===== src/rtl/des_stream_ctrl.sv =====
// Request FIFO and sequencer for an iterative DES core: queues blocks, drives
// the core one block at a time, watches for a hung core and returns results.
module des_stream_ctrl #(
  parameter int FIFO_DEPTH = 4,
  parameter int TIMEOUT    = 24
) (
  input  logic        clk,
  input  logic        reset,
  input  logic        in_valid,
  output logic        in_ready,
  input  logic [63:0] in_data,
  input  logic [55:0] in_key,
  input  logic        in_decrypt,
  output logic        out_valid,
  input  logic        out_ready,
  output logic [63:0] out_data,
  output logic [63:0] core_desIn,
  output logic [55:0] core_key,
  output logic        core_decrypt,
  output logic        core_init,
  input  logic        core_finish,
  input  logic [63:0] core_desOut,
  output logic        err_timeout,
  input  logic        err_clr,
  output logic [15:0] blocks_done
);

  localparam int AW = $clog2(FIFO_DEPTH);
  localparam int CW = AW + 1;
  localparam int WW = $clog2(TIMEOUT) + 1;
  localparam logic [CW-1:0] FULL    = CW'(FIFO_DEPTH);
  localparam logic [WW-1:0] WD_LAST = WW'(TIMEOUT - 2);

  typedef struct packed {
    logic        decrypt;
    logic [55:0] key;
    logic [63:0] data;
  } req_t;

  typedef enum logic [1:0] {IDLE, START, BUSY, HOLD} state_t;

  state_t          state;
  req_t            mem [FIFO_DEPTH];
  logic [AW-1:0]   wr_ptr, rd_ptr;
  logic [CW-1:0]   count, next_count;
  logic [WW-1:0]   wd;
  logic            push, pop, timeout_hit;

  assign push        = in_valid && in_ready;
  assign pop         = (state == IDLE) && (count != '0);
  // The watchdog has already counted TIMEOUT-2 idle BUSY cycles; this one completes the budget.
  assign timeout_hit = (state == BUSY) && !core_finish && (wd == WD_LAST);

  // NOTE: combinational logic uses blocking '=' and assigns a default first so no latch is inferred.
  always_comb begin
    next_count = count;
    case ({push, pop})
      2'b10:   next_count = count + 1'b1;
      2'b01:   next_count = count - 1'b1;
      default: next_count = count;
    endcase
  end

  // NOTE: FIFO storage is deliberately not reset; only pointers and count are, and empty entries are never read.
  always_ff @(posedge clk) begin
    if (push) mem[wr_ptr] <= '{decrypt: in_decrypt, key: in_key, data: in_data};
  end

  // NOTE: all sequential state uses non-blocking '<=' so every flop samples pre-edge values.
  always_ff @(posedge clk or negedge reset) begin
    if (!reset) begin
      state        <= IDLE;
      wr_ptr       <= '0;
      rd_ptr       <= '0;
      count        <= '0;
      in_ready     <= 1'b0;
      wd           <= '0;
      out_valid    <= 1'b0;
      out_data     <= '0;
      core_desIn   <= '0;
      core_key     <= '0;
      core_decrypt <= 1'b0;
      core_init    <= 1'b0;
      err_timeout  <= 1'b0;
      blocks_done  <= '0;
    end else begin
      count     <= next_count;
      in_ready  <= (next_count != FULL);
      core_init <= pop;
      if (push) wr_ptr <= wr_ptr + 1'b1;

      if (timeout_hit)  err_timeout <= 1'b1;
      else if (err_clr) err_timeout <= 1'b0;

      case (state)
        IDLE: begin
          if (pop) begin
            core_desIn   <= mem[rd_ptr].data;
            core_key     <= mem[rd_ptr].key;
            core_decrypt <= mem[rd_ptr].decrypt;
            rd_ptr       <= rd_ptr + 1'b1;
            state        <= START;
          end
        end
        START: begin
          wd    <= '0;
          state <= BUSY;
        end
        BUSY: begin
          if (core_finish) begin
            out_data    <= core_desOut;
            out_valid   <= 1'b1;
            blocks_done <= blocks_done + 16'd1;
            state       <= HOLD;
          end else if (timeout_hit) begin
            state <= IDLE;
          end else begin
            wd <= wd + 1'b1;
          end
        end
        HOLD: begin
          if (out_ready) begin
            out_valid <= 1'b0;
            state     <= IDLE;
          end
        end
        default: state <= IDLE;
      endcase
    end
  end

endmodule


===== config.mk =====
export PLATFORM = sky130hd
export DESIGN_NAME = des_stream_ctrl
export DESIGN_NICKNAME = d
export VERILOG_FILES = /design/src/rtl/des_stream_ctrl.sv
export SDC_FILE = /design/constraint.sdc
export NUM_CORES = 1
export LEC_CHECK = 0
export BUFFER_PORTS_ARGS = -buffer_cell sky130_fd_sc_hd__buf_2
export CORE_ASPECT_RATIO = 1.5
export CORE_MARGIN = 5
export CORE_UTILIZATION = 56
export DETAILED_ROUTE_END_ITERATION = 8
export GPL_TIMING_DRIVEN = 0
export PLACE_DENSITY = 0.79
export SLEW_MARGIN = 20
export SYNTH_ARGS = -nofsm -noshare
export SYNTH_HDL_FRONTEND = slang
export SYNTH_SLANG_ARGS = --single-unit
export TNS_END_PERCENT = 50

===== constraint.sdc =====
create_clock -name clk -period 5.2 [get_ports clk]
set_input_delay 0.26 -clock clk [delete_from_list [all_inputs] [get_ports clk]]
set_output_delay 0.26 -clock clk [all_outputs]
set_load 0.03 [all_outputs]

==> results.md <==
* R2R Setup Slk at 2.29 ns
* Syn Inst Count at 1182
* GP Congestion at 0.8077
* Peak Freq at 343.8 MHz
* RSZ-0062 raised after global routing: no
* VDD IR-drop max at 0.4099 mV
* CP delay by family, top: buffers and inverters
* Yosys warning total at 0
* Crit path time final at 2.908 ns
* Clk pwr share at 22.6%
* Layout cell share with drive strength beyond 1 at 45.29%
* Logic gate share of total power at 36.0%
* Starting density of the core at 56.65%
* Die area at 50910 µm²
* Worst-path maximum fanout at 11
* GRT overflow at 0
* Post-synthesis sequential area ratio at 77.10%
* Final worst slack at 2.292 ns
* NetSw at 6876 µW
* Int Power at 13180 µW
* Chip Width at 185.9 µm
* H-tree levels at 2
* Slew HR at 40.43%
* Fin Setup TNS at 0 ns
* Synth Net Count at 1382
* Num ports at 396
* Placed Instance Area at 29030 µm²
* Final Setup Violations at 0
* Tot Pwr at 20060 µW
* Crit path capture type: register
* Placed wire-length estimate at 38.67 mm
* Sw Ratio at 34.28%
* Initial antenna violation count at 6
* Vias in the first global route at 15403
* Number of vias per cell at 5.601
* Worst Path Buf+Inv at 3
* Element type at the critical path start: register
* CP Data Required Time at 5.67 ns
* Placement Rows at 96
* Via count at 13919
* CTS clk-pin slew, worst paths at 0.07 ns
* Tcrit/Tclk final at 55.93%
* Synth cell types at 38
* Nets at 2038
* Most common cell after layout, fill and taps aside: edfxtp_1
* Syn-to-layout area delta at 26.75%
* Core footprint at 45880 µm²
* CP cell instances: nor2_1 > o31a_1 > buf_2 > buf_2 > ha_1 > inv_1 > fa_1 > xor2_1 > nor2_1 > xor2_1 > nand2_1
* Clk Latency, worst-skew pair at 0.60 ns
* Pwr Density at 608.9 nW/µm²
* Commonest cells after routing, fill and taps aside: edfxtp_1, buf_2, dfrtp_1
* First-pass GRT wire length at 91.42 mm
* Worst min-delay path class: input port to register
* Max clock buf depth at 3
* First drt pass iteration count at 5
* Post-layout util at 71.80%
* Peak per-stage delay on the critical path at 0.42 ns
* Dpl ws at 2.268 ns
* Total GRT Usage at 23.93%
* Worst path slowest cell: dfrtp_1
* Synthesized area at 25990 µm²
* Seq cells post-synth at 704
* Crit Path Class: register to register
* Pleak at 0.01258 µW
* DR iter-0 viols at 880
* Total of max-cap violations at 0
* CTS Root Cell: clkbuf_16
* Port bufs at 395
* Largest net degree at the start of global routing at 95
* Least-Margin Pin Slew at 0.8936 ns
* Crit path DAT at 3.38 ns
* Drt drc at 0
* CTS tree: built
* ANT nets after route at 0
* TritonCTS buffer count at 60
* Post CTS Setup Buffer Count at 0
* Mean post-synth cell area at 21.99 µm²
* Skew final at 0.02096 ns
* Max Slew Vio Count at 0
* Height of the die at 273.9 µm
* CTS sink count at 704
* Design area at 32940 µm²
* Part of the power in registers at 41.4%
* Routed wire length per instance at 24.71 µm
* Final hold violation count at 0
* Status: completed
* Drt total wl at 61.41 mm
[power by group through the flow]
stage / clock network, µW / registers (µW) / logic [µW]
final: 4530 / 8300 / 7220
after global routing: 4860 / 8430 / 7680
after CTS: 4600 / 8280 / 7310
after detailed placement: 0 / 8370 / 7160
after global placement: 0 / 8470 / 6860
after floorplan: 0 / 9860 / 3360
[per-stage QoR]
stage	cells	hold slack, ns
2_1_floorplan	1182	-0.03559
3_3_place_gp	2165	0.4585
3_5_place_dp	2176	0.2606
4_1_cts	2478	0.03188
5_1_grt	2483	0.06818
6_report	2485	0.06474
[cell usage after synthesis]
master | n | area share [%]
a21o_1 | 1 | 0.029
a21oi_1 | 6 | 0.12
a221o_1 | 2 | 0.077
a32oi_1 | 1 | 0.034
and2_1 | 1 | 0.024
and3_1 | 8 | 0.19
and3b_1 | 1 | 0.034
and4_1 | 2 | 0.067
and4b_1 | 3 | 0.12
buf_1 | 5 | 0.072
buf_2 | 24 | 0.46
buf_4 | 6 | 0.17
buf_6 | 9 | 0.39
clkbuf_1 | 10 | 0.14
dfrtp_1 | 220 | 21
edfxtp_1 | 484 | 56
fa_1 | 1 | 0.077
ha_1 | 8 | 0.39
inv_1 | 7 | 0.10
mux2_2 | 187 | 8.1
mux2i_1 | 3 | 0.12
mux4_2 | 121 | 10
nand2_1 | 16 | 0.23
nand2b_1 | 2 | 0.048
nand3_1 | 6 | 0.12
nand4_1 | 4 | 0.096
nand4b_1 | 1 | 0.034
nor2_1 | 9 | 0.13
nor2b_1 | 2 | 0.048
nor3b_1 | 1 | 0.029
nor4bb_1 | 1 | 0.039
o211ai_1 | 2 | 0.058
o21ai_0 | 4 | 0.077
o22ai_1 | 1 | 0.024
o31a_1 | 1 | 0.034
o32ai_1 | 1 | 0.034
xnor2_1 | 15 | 0.51
xor2_1 | 6 | 0.20
[state kept, by name (all words and copies together), names as in the netlist]
signal and count:
out_data 64, out_valid 1, count 3, blocks_done 16, err_timeout 1, core_decrypt 1
core_key 56, core_desIn 64, wr_ptr 2, rd_ptr 2, wd 6, state 2
mem 484, in_ready 1, core_init 1
[metal layers]
metal	wire length [µm]	track usage (%)	vias to the layer above
li1	-	-	6051
met1	21260	27.22	7189
met2	33500	44.16	563
met3	4277	4.937	116
met4	2371	8.768	0
met5	0	0	-
[layout make-up]
| type | count | area, µm² |
|---|---|---|
| flip-flops and latches | 704 | 20040 |
| fillers | 2620 | 12940 |
| multi-input cells | 417 | 5623 |
| repair buffers | 594 | 4164 |
| clock buffers | 77 | 1658 |
| well taps | 588 | 735.7 |
| clock inverters | 37 | 357.8 |
| plain buffers | 54 | 322.8 |
| inverters | 7 | 26.28 |
| diodes | 7 | 17.52 |
[worst register-to-register path: stages (launching register included)]
cell and delay, ns:
dfrtp_1 0.42, nor2_1 0.28, o31a_1 0.18, buf_2 0.31, buf_2 0.38, ha_1 0.25
inv_1 0.06, fa_1 0.37, xor2_1 0.15, nor2_1 0.11, xor2_1 0.20, nand2_1 0.08
[logic make-up (layout without fill, tap and decap cells)]
group                    Yosys count  after routing  synth area share [%]
buffers and inverters             61            769                 1.343
multiplexers                     311            311                 18.70
other                              0              7                     0
XOR/XNOR                          21             21                0.7077
flip-flops                       704            704                 77.10
AND/OR/NAND/NOR                   57             57                 1.204
AO/OA/AOI/OAI                     19             19                0.4814
adder cells (fa/ha/maj)            9              9                0.4622
[path summary, 6_finish.rpt]
check	startpoint	to	depth (start not counted)
max	state[1]	in_ready	11
min reg2reg	blocks_done[15]	blocks_done[15]	1
max reg2reg	state[1]	in_ready	11
min	in_valid	wr_ptr[0]	3
min in group asynchronous	reset	core_desIn[46]	2
max in group asynchronous	reset	core_desIn[61]	3
[timing repair]
item                                   CTS  global route
resized for setup                        0             0
hold buffers                           188             0
endpoints found under the hold margin  612             0
No activity file was read; power rests on OpenSTA's default activity.
